`src/rtl/conv_pe_avalon_mm.sv`:
```
// conv_pe_avalon_mm: Avalon-MM convolution processing element.
// Computes one output pixel: sum over NUM_CH channels of a KxK image window
// dotted with a KxK filter, plus bias, with optional ReLU. A sequential MAC
// engine issues one product per cycle with saturating accumulation.
module conv_pe_avalon_mm #(
    parameter int DATA_W = 8,
    parameter int K      = 3,
    parameter int NUM_CH = 4,
    parameter int ACC_W  = 32
) (
    input  logic        csi_clockreset_clk,
    input  logic        csi_clockreset_reset,
    input  logic [7:0]  avs_s1_address,
    input  logic        avs_s1_read,
    input  logic        avs_s1_write,
    input  logic [31:0] avs_s1_writedata,
    output logic [31:0] avs_s1_readdata,
    output logic        ins_irq_irq
);

    localparam int N = K * K * NUM_CH;

    localparam logic [6:0] N_ENTRIES = 7'(N);
    localparam logic [5:0] LAST_IDX  = 6'(N - 1);

    localparam logic [7:0] A_CTRL   = 8'h80;
    localparam logic [7:0] A_BIAS   = 8'h81;
    localparam logic [7:0] A_STATUS = 8'h82;
    localparam logic [7:0] A_RESULT = 8'h83;
    localparam logic [7:0] A_CYCLES = 8'h84;

    localparam logic signed [ACC_W-1:0] ACC_MAX = {1'b0, {(ACC_W-1){1'b1}}};
    localparam logic signed [ACC_W-1:0] ACC_MIN = {1'b1, {(ACC_W-1){1'b0}}};

    typedef enum logic [1:0] {
        S_IDLE = 2'd0,
        S_MAC  = 2'd1,
        S_POST = 2'd2,
        S_DONE = 2'd3
    } state_t;

    // Signed add with clamp; the extra MSB of the return value flags overflow.
    function automatic logic [ACC_W:0] sat_add(
        input logic signed [ACC_W-1:0] a,
        input logic signed [ACC_W-1:0] b
    );
        logic signed [ACC_W-1:0] s;
        logic                    ov;
        s  = a + b;
        ov = (a[ACC_W-1] == b[ACC_W-1]) && (s[ACC_W-1] != a[ACC_W-1]);
        if (ov) begin
            s = a[ACC_W-1] ? ACC_MIN : ACC_MAX;
        end
        return {ov, s};
    endfunction

    // Optional rectification of the final sum.
    function automatic logic signed [ACC_W-1:0] relu(
        input logic                    en,
        input logic signed [ACC_W-1:0] v
    );
        return (en && v[ACC_W-1]) ? '0 : v;
    endfunction

    // Operand storage and control/status state
    logic signed [DATA_W-1:0] r_img [N];
    logic signed [DATA_W-1:0] r_flt [N];
    logic signed [ACC_W-1:0]  r_bias;
    logic signed [ACC_W-1:0]  r_acc;
    logic signed [ACC_W-1:0]  r_result;
    logic [5:0]               r_idx;
    logic [7:0]               r_cyc;
    logic [7:0]               r_cycles;
    logic                     r_relu_en;
    logic                     r_irq_en;
    logic                     r_busy;
    logic                     r_done;
    logic                     r_ovf;
    logic                     r_err;
    state_t                   r_state;
    state_t                   w_state_nxt;

    // Bus decode
    logic                     w_img_hit;
    logic                     w_flt_hit;
    logic [5:0]               w_widx;
    logic                     w_ctrl_wr;
    logic                     w_reg_wr;
    logic                     w_start;
    logic                     w_clear;
    logic signed [31:0]       w_wdata_s;
    logic [31:0]              w_rd_data;

    // Datapath
    logic signed [2*DATA_W-1:0] w_prod;
    logic signed [ACC_W-1:0]    w_prod_ext;
    logic [ACC_W:0]             w_mac_res;
    logic [ACC_W:0]             w_post_res;
    logic signed [ACC_W-1:0]    w_mac_sum;
    logic signed [ACC_W-1:0]    w_post_sum;
    logic                       w_mac_ovf;
    logic                       w_post_ovf;

    // FSM stage decodes
    logic w_mac_en;
    logic w_post_en;
    logic w_done_en;

    assign w_widx    = avs_s1_address[5:0];
    assign w_img_hit = (avs_s1_address[7:6] == 2'b00) && ({1'b0, w_widx} < N_ENTRIES);
    assign w_flt_hit = (avs_s1_address[7:6] == 2'b01) && ({1'b0, w_widx} < N_ENTRIES);
    assign w_ctrl_wr = avs_s1_write && (avs_s1_address == A_CTRL);
    assign w_reg_wr  = avs_s1_write &&
                       (w_img_hit || w_flt_hit ||
                        (avs_s1_address == A_CTRL) || (avs_s1_address == A_BIAS));
    assign w_start   = w_ctrl_wr && !r_busy && avs_s1_writedata[0];
    assign w_clear   = w_ctrl_wr && !r_busy && avs_s1_writedata[3];
    assign w_wdata_s = avs_s1_writedata;

    assign w_prod     = (2*DATA_W)'(r_img[r_idx]) * (2*DATA_W)'(r_flt[r_idx]);
    assign w_prod_ext = ACC_W'(w_prod);
    assign w_mac_res  = sat_add(r_acc, w_prod_ext);
    assign w_post_res = sat_add(r_acc, r_bias);
    assign w_mac_sum  = w_mac_res[ACC_W-1:0];
    assign w_mac_ovf  = w_mac_res[ACC_W];
    assign w_post_sum = w_post_res[ACC_W-1:0];
    assign w_post_ovf = w_post_res[ACC_W];

    assign ins_irq_irq = r_done && r_irq_en;

    // FSM state register
    always_ff @(posedge csi_clockreset_clk or posedge csi_clockreset_reset) begin
        if (csi_clockreset_reset) begin
            r_state <= S_IDLE;
        end else begin
            r_state <= w_state_nxt;
        end
    end

    // FSM next-state: a start leaves IDLE, MAC runs N cycles, POST and DONE take one each
    always_comb begin
        w_state_nxt = r_state;
        case (r_state)
            S_IDLE: if (w_start) w_state_nxt = S_MAC;
            S_MAC:  if (r_idx == LAST_IDX) w_state_nxt = S_POST;
            S_POST: w_state_nxt = S_DONE;
            S_DONE: w_state_nxt = S_IDLE;
            default: w_state_nxt = S_IDLE;
        endcase
    end

    // FSM outputs: one enable per working state
    always_comb begin
        w_mac_en  = 1'b0;
        w_post_en = 1'b0;
        w_done_en = 1'b0;
        case (r_state)
            S_MAC:  w_mac_en  = 1'b1;
            S_POST: w_post_en = 1'b1;
            S_DONE: w_done_en = 1'b1;
            default: ;
        endcase
    end

    // Operand registers, accumulator, and status flags
    always_ff @(posedge csi_clockreset_clk or posedge csi_clockreset_reset) begin
        if (csi_clockreset_reset) begin
            for (int i = 0; i < N; i++) begin
                r_img[i] <= '0;
                r_flt[i] <= '0;
            end
            r_bias    <= '0;
            r_acc     <= '0;
            r_result  <= '0;
            r_idx     <= '0;
            r_cyc     <= '0;
            r_cycles  <= '0;
            r_relu_en <= 1'b0;
            r_irq_en  <= 1'b0;
            r_busy    <= 1'b0;
            r_done    <= 1'b0;
            r_ovf     <= 1'b0;
            r_err     <= 1'b0;
        end else begin
            // Operand writes are only accepted between runs
            if (avs_s1_write && !r_busy) begin
                if (w_img_hit) r_img[w_widx] <= avs_s1_writedata[DATA_W-1:0];
                if (w_flt_hit) r_flt[w_widx] <= avs_s1_writedata[DATA_W-1:0];
                if (avs_s1_address == A_BIAS) r_bias <= ACC_W'(w_wdata_s);
            end

            // Writes that would disturb a run in progress are flagged, not applied
            if (w_reg_wr && r_busy) begin
                r_err <= 1'b1;
            end else if (w_clear) begin
                r_err <= 1'b0;
            end

            if (w_start) begin
                r_relu_en <= avs_s1_writedata[1];
                r_irq_en  <= avs_s1_writedata[2];
                r_acc     <= '0;
                r_idx     <= '0;
                r_cyc     <= '0;
                r_ovf     <= 1'b0;
                r_done    <= 1'b0;
                r_busy    <= 1'b1;
            end else if (w_clear) begin
                r_done <= 1'b0;
            end

            // MAC stage: one product per cycle, clamped on overflow
            if (w_mac_en) begin
                r_acc <= w_mac_sum;
                r_idx <= r_idx + 6'd1;
                r_cyc <= r_cyc + 8'd1;
                if (w_mac_ovf) r_ovf <= 1'b1;
            end

            // POST stage: bias, optional ReLU, publish result
            if (w_post_en) begin
                r_acc    <= relu(r_relu_en, w_post_sum);
                r_result <= relu(r_relu_en, w_post_sum);
                r_cyc    <= r_cyc + 8'd1;
                if (w_post_ovf) r_ovf <= 1'b1;
            end

            // DONE stage: count includes this cycle
            if (w_done_en) begin
                r_busy   <= 1'b0;
                r_done   <= 1'b1;
                r_cycles <= r_cyc + 8'd1;
            end
        end
    end

    // Read mux; sampled into readdata on the edge that ends the read cycle
    always_comb begin
        w_rd_data = '0;
        if (w_img_hit) begin
            w_rd_data = 32'(r_img[w_widx]);
        end else if (w_flt_hit) begin
            w_rd_data = 32'(r_flt[w_widx]);
        end else begin
            case (avs_s1_address)
                A_BIAS:   w_rd_data = 32'(r_bias);
                A_STATUS: w_rd_data = {28'd0, r_err, r_ovf, r_done, r_busy};
                A_RESULT: w_rd_data = 32'(r_result);
                A_CYCLES: w_rd_data = {24'd0, r_cycles};
                default:  w_rd_data = '0;
            endcase
        end
    end

    // Registered read data, fixed latency of one cycle
    always_ff @(posedge csi_clockreset_clk or posedge csi_clockreset_reset) begin
        if (csi_clockreset_reset) begin
            avs_s1_readdata <= '0;
        end else if (avs_s1_read) begin
            avs_s1_readdata <= w_rd_data;
        end
    end

endmodule

```
`config.mk`:
```
export PLATFORM = sky130hd
export DESIGN_NAME = conv_pe_avalon_mm
export DESIGN_NICKNAME = d
export VERILOG_FILES = /design/src/rtl/conv_pe_avalon_mm.sv
export SDC_FILE = /design/constraint.sdc
export NUM_CORES = 2
export LEC_CHECK = 0
export CORE_UTILIZATION = 25
export CTS_BUF_LIST = sky130_fd_sc_hd__clkbuf_8
export CTS_CLUSTER_SIZE = 12
export DETAILED_ROUTE_END_ITERATION = 8
export GPL_ROUTABILITY_DRIVEN = 1
export PLACE_DENSITY = 0.37
export SYNTH_ARGS = -nofsm -noshare
export SYNTH_HDL_FRONTEND = slang
export SYNTH_SLANG_ARGS = --single-unit
```
`constraint.sdc`:
```
create_clock -name csi_clockreset_clk -period 38.9 [get_ports csi_clockreset_clk]
set_input_delay 7.78 -clock csi_clockreset_clk [delete_from_list [all_inputs] [get_ports csi_clockreset_clk]]
set_output_delay 7.78 -clock csi_clockreset_clk [all_outputs]
set_load 0.01 [all_outputs]
```
; Yosys cells after proc, flatten, opt, wreduce, memory -nomap -nowiden
; Cells that the tools add are included.
; Widths: inputs -> output; s select.
[op_classes]
n_shift = 0
n_lt_le_gt_ge = 4
div = 0
reduce_logical = 29
n_eq_ne = 16
n_bitwise = 2
n_mux = 48
multipliers = 1
n_addsub = 4
[op_table]
columns = op, count
row1 = $bwmux 288, 2
row2 = $mux 32, 9
row3 = $bmux 8 s6, 4
row4 = $pmux 32 s4, 1
row5 = $mux 8, 12
row6 = $demux 8 s6, 1
row7 = $eq 8x8->1 const B, 5
row8 = $add 32x16->32, 1
row9 = $add 32x32->32, 1
row10 = $mul 8x8->16, 1
row11 = $ge 7x7->1 const B, 2
row12 = $logic_and 1x1->1, 14
row13 = $mux 1, 14
row14 = $not 6->7, 2
row15 = $mux 6, 2
row16 = $add 8x1->8 const B, 1
row17 = $pmux 2 s4, 1
row18 = $reduce_and 2->1, 4
row19 = $lt 7x1->1 const B, 1
row20 = $add 6x1->6 const B, 1
row21 = $eq 6x6->1 const B, 1
row22 = $lt 6x6->1 const B, 1
row23 = $reduce_bool 2->1, 3
row24 = $reduce_bool 3->1, 2
row25 = 9 further kinds, 18
[totals]
output_inout_bits = 33
ramBits = 0
inputBits = 44
rom_bits = 0
mem_count = 0
latchBits = 0
reg_bits = 734
elab_cells = 190

; Longest topological paths before layout
[logic_depth]
ltp_word = 12
depth_mapped = 37
mapped_depth_nobuf = 34

; Worst setup path after synthesis
; Ideal clock, no wire load.
[synth_timing]
path_type = input-to-reg
startpoint = in avs_s1_address[4]
endpoint = reg r_flt[40] (netlist name)
t_required_ns = 38.775
arrival_ns = 9.891
setup_ns = 0.125
stages = 9
path_buffers = 2
setup_slack_ns = 28.884
path_cell_list = clkbuf_1 > or3_1 > a21oi_1 > buf_2 > nand2_1 > nor2_1 > nand3_1 > nor2_2 > mux2_2
[synth_between]
elab_chain_cells = 6
elab_cells_between_ends = 10
cone_classes = 3 x order compare / 3 x mux / 1 x bitwise / 3 x reduce/logical
[synth_rtl]
columns = element, line
row1 = from (decl), 13  ; input logic [7:0] avs_s1_address,
row2 = $not 6->7 (not written as such), 188  ; if (w_flt_hit) r_flt[w_widx] <= avs_s1_writedata[DATA_W-1:0];
row3 = $ge 7x7->1 (not written as such) / $lt 7x1->1 (equally long branches), 188
row4 = $logic_and 1x1->1 (not written as such), 188
row5 = $mux 8 (not written as such), 188
row6 = $demux 8 s6, 188
row7 = $bwmux 288, 188
row8 = "to (signal, indexed assignment)", 188
row9 = to (decl), 67  ; logic signed [DATA_W-1:0] r_flt [N];
; Several ways; a longest one is shown, not always the timed one.
; A chain may end at the register's enable or synchronous reset.

; Worst setup path in the final report
[layout_timing]
startpoint = reg r_idx[0]
endpoint = reg r_acc[24]
[layout_between]
elab_chain_cells = 11
elab_cells_between_ends = 15
cone_classes = 1 x add/sub / 1 x mul / 2 x eq/ne / 9 x mux / 1 x bitwise / 1 x reduce/logical
[layout_rtl]
columns = element, line
row1 = from (decl), 71  ; logic [5:0] r_idx;
row2 = from (signal assigned), 215  ; r_idx <= r_idx + 6'd1;
row3 = $not 6->7 (not written as such) *, 120  ; assign w_prod = (2*DATA_W)'(r_img[r_idx]) * (2*DATA_W)'(r_flt[r_idx]);
row4 = $bmux 8 s6, 120
row5 = $mux 8 (not written as such) (2 in a row), 120
row6 = $mul 8x8->16 *, 120
row7 = $add 32x16->32, 49  ; s = a + b;
row8 = $ne 1x1->1, 50  ; ov = (a[ACC_W-1] == b[ACC_W-1]) && (s[ACC_W-1] != a[ACC_W-1]);
row9 = $logic_and 1x1->1, 50
row10 = $mux 32 *, 51  ; if (ov) begin
row11 = $mux 32 *, 213  ; if (w_mac_en) begin
row12 = $mux 32 *, 221  ; if (w_post_en) begin
row13 = to (signal assigned), 214  ; r_acc <= w_mac_sum;
row14 = to (signal assigned), 222  ; r_acc <= relu(r_relu_en, w_post_sum);
row15 = to (decl), 69  ; logic signed [ACC_W-1:0] r_acc;
; Mark *: on every way between the ends. The rest lies on a longest branch, timed or not. The select of a mux whose other input is x is not followed.

==> impl_metrics.ini <==
[hold_path]
hold_class = reg -> reg

[clock_network]
htreeDepth = 4
cts_made_buffers = 144
cts.sinks = 734
clk_latency_ns = 0.92
clockRootBuffer = clkbuf_8
cts_resized = 0
cts_hold_buf = 0
cts_tree = yes
clk_pin_slew_ns = 0.06
post_cts_buffers = 0
clockBufferDepth = 3

[global_routing]
antenna_found_initial = 7
grtUsageMet2_pct = 30.91
grt.busiest_layer = met2
met1_usage_pct = 26.32
met3_usage_pct = 3.123
grt_pass1_wl_um = 243900
grt_max_degree = 91
grt.overflow.total = 0
grt.total_usage_pct = 19.07
grt_pass1_vias = 32443

[sta]
max_freq_ghz = 0.08430
rsz0062_at_grt = false
fin_crit_sh_pct = 30.50
maxSlewViolCount = 0
setup_tns_ns = 0
finalHoldViolCount = 0
clock_skew_ns = 0.06382
layout_min_cycle_time_ns = 11.86
setup_viol = 0
slew_headroom_pct = 8.763
tightest_slew_ns = 1.364

[detailed_routing]
drc = 0
drt-vias-per-instance = 5.236
wl_um = 165500
vias = 31545
post_drt_wl_per_cell_um = 27.47
route.antenna.remaining_nets = 0
drt-pass1-iter-count = 5
drt-initial-drc-count = 2286

[worst_setup_path]
worst-setup-path-type = reg -> reg
worst_setup_path_end_kind = flop
worstPathArrival_ns = 12.65
required_ns = 39.69
start_kind = flop
crit_slowest_cell = dfrtp_4
crit_top_cell = inv_1
crit_fanout = 39
cp_slowest_stage_delay_ns = 1.03

[pwr]
p_int_uw = 1220
irDropWorstVdd_v = 0.00003178
p_leak_uw = 0.02212
swShare_pct = 26.92
p_sw_uw = 449.6
seq_power_share_pct = 46.1
pwr-share-comb_pct = 5.3
pwr-share-clk_pct = 48.6
power.density_nw_per_um2 = 34.03

[place]
io_buffers = 76
gp_congestion = 0.8152
hpwl_um = 110600

[finish]
nets = 3897
final.fill_count = 17607
seq_area_um2 = 18380
multiInputGateArea_um2 = 23070
syn2layout_area_growth_pct = 14.21
drive_gt1_share_pct = 31.39
fin_util_pct = 28.86

[yosys]
synth_area_per_cell_um2 = 11.80
postSynthNetCount = 3842
netlist_instances = 3642
synth_ff_type = dfrtp_1
ys_async_sr_fraction_pct = 100.0
synth_seq_area_share_pct = 42.75
synth_cell_types = 80
ys_warn_count = 0
ys_seq_elements = 734
synth_edf_count = 0
syn_area_um2 = 42970

[run_status]
status = finished clean

[floorplanning]
die_w_um = 416.6
dieHeight_um = 416.6
io-pin-count = 77
fp.dieArea_um2 = 173500
rows = 151
fp.coreArea_um2 = 170000
start_util_pct = 25.27

[job]
cap_violations = 0
## routing by layer
| metal | vias to the layer above | routed length [um] |
|---|---|---|
| li1 | 13698 | - |
| met5 | - | 39 |
| met3 | 222 | 7609 |
| met4 | 4 | 3758 |
| met2 | 885 | 78130 |
| met1 | 16736 | 75960 |
## power by group through the flow
stage | clock network (uW) | registers [uW] | logic, uW
5_1_grt | 874 | 770 | 94.2
4_1_cts | 841 | 770 | 89.9
2_1_floorplan | 0 | 784 | 41.5
3_3_place_gp | 0 | 784 | 90.1
3_5_place_dp | 0 | 784 | 89.7
6_report | 812 | 770 | 87.9
## layout make-up
cell class,count,area share (%)
multi-input combinational,2502,47.01
sequential,734,37.45
tap,2218,5.655
clock buffer,188,5.273
timing repair buffer,158,2.672
inverter,157,1.216
clock inverter,62,0.6935
antenna,6,0.03060
## per-stage QoR
| stage | total power (uW) | setup WS, ns | cell area, um2 | cells | hold WS [ns] |
|---|---|---|---|---|---|
| after detailed placement | 873.3 | 26.47 | 46130 | 5769 | 0.4787 |
| after global placement | 873.8 | 26.46 | 46130 | 5769 | 0.4653 |
| after CTS | 1701 | 26.74 | 49060 | 6019 | 0.4935 |
| after global routing | 1738 | 26.15 | 49070 | 6024 | 0.5395 |
| after floorplan | 825.8 | 10.53 | 42970 | 3642 | 0.4448 |
| final | 1670 | 27.04 | 49070 | 6025 | 0.5051 |
## kinds of logic (layout without fill, tap and decap cells)
kind of cell | count (synthesis) | after routing | synth area share (%)
muxes | 874 | 874 | 27.77
other | 0 | 6 | 0
DFF | 734 | 734 | 42.75
xor gates and xnor gates | 75 | 75 | 1.529
AOI/OAI and AO/OA | 787 | 787 | 12.00
and+or+nand+nor | 608 | 608 | 6.613
buffers and inverters | 406 | 565 | 3.754
adders and majority gates | 158 | 158 | 5.585
## worst max-delay path: cells and delay by family, from the launching register on
family | cells | cell delay [ns]
AO/OA/AOI/OAI | 6 | 1.72
AND/OR/NAND/NOR | 10 | 3.03
flip-flops | 1 | 1.03
adder cells (fa/ha/maj) | 6 | 2.75
buffers and inverters | 7 | 1.60
multiplexers | 3 | 1.48
## path summary, 6_finish.rpt
path / from / end / slack, ns / depth (start not counted)
setup / recovery: r_idx[0] / r_acc[24] / 27.04 / 32
hold / removal: r_err / r_err / 0.51 / 2
setup reg to reg: r_idx[0] / r_acc[24] / 27.04 / 32
hold reg to reg: r_err / r_err / 0.51 / 2
max in group asynchronous: csi_clockreset_reset / r_flt[245] / 27.68 / 6
min in group asynchronous: csi_clockreset_reset / r_bias[23] / 7.40 / 2
## flip-flops by register name, summed over array words and instances, names as in the netlist, 2 cells and up
name	flops
r_result	32
r_acc	32
r_cyc	8
r_img	288
avs_s1_readdata	32
r_idx	6
r_state	2
r_flt	288
r_bias	32
r_cycles	8
## synth_stat cells (15+ instances only)
cell type | number | area (um2)
buf_2 | 44 | 220.2
a211oi_1 | 15 | 112.6
inv_1 | 157 | 589.3
nor2_2 | 20 | 125.1
mux2i_1 | 59 | 590.6
xor2_1 | 26 | 227.7
clkbuf_1 | 170 | 638.1
nand3_1 | 58 | 290.3
dfrtp_1 | 734 | 18370
buf_1 | 27 | 101.4
a31oi_1 | 29 | 181.4
mux4_2 | 192 | 4324
o21ai_0 | 196 | 980.9
nand4_1 | 23 | 143.9
a22o_1 | 37 | 324.1
nand2_1 | 182 | 683.2
mux2_2 | 619 | 6970
a221oi_1 | 49 | 429.2
xnor2_1 | 49 | 429.2
a21oi_1 | 164 | 820.8
nor2b_1 | 22 | 137.6
nor3_1 | 22 | 110.1
ha_1 | 99 | 1239
a21o_1 | 26 | 195.2
a22oi_1 | 142 | 1066
nor2_1 | 196 | 735.7
o211ai_1 | 28 | 210.2
fa_1 | 57 | 1141
## placed cells by master (no fill, tap or decap), drive strengths merged, types with 142 or more instances in the layout
cell,synthesis,layout
clkbuf,170,188
o21ai,202,202
mux4,192,192
a22oi,142,142
mux2,623,623
nor2,216,216
dfrtp,734,734
nand2,182,182
inv,157,203
a21oi,168,168
No activity file was read; power rests on OpenSTA's default activity.
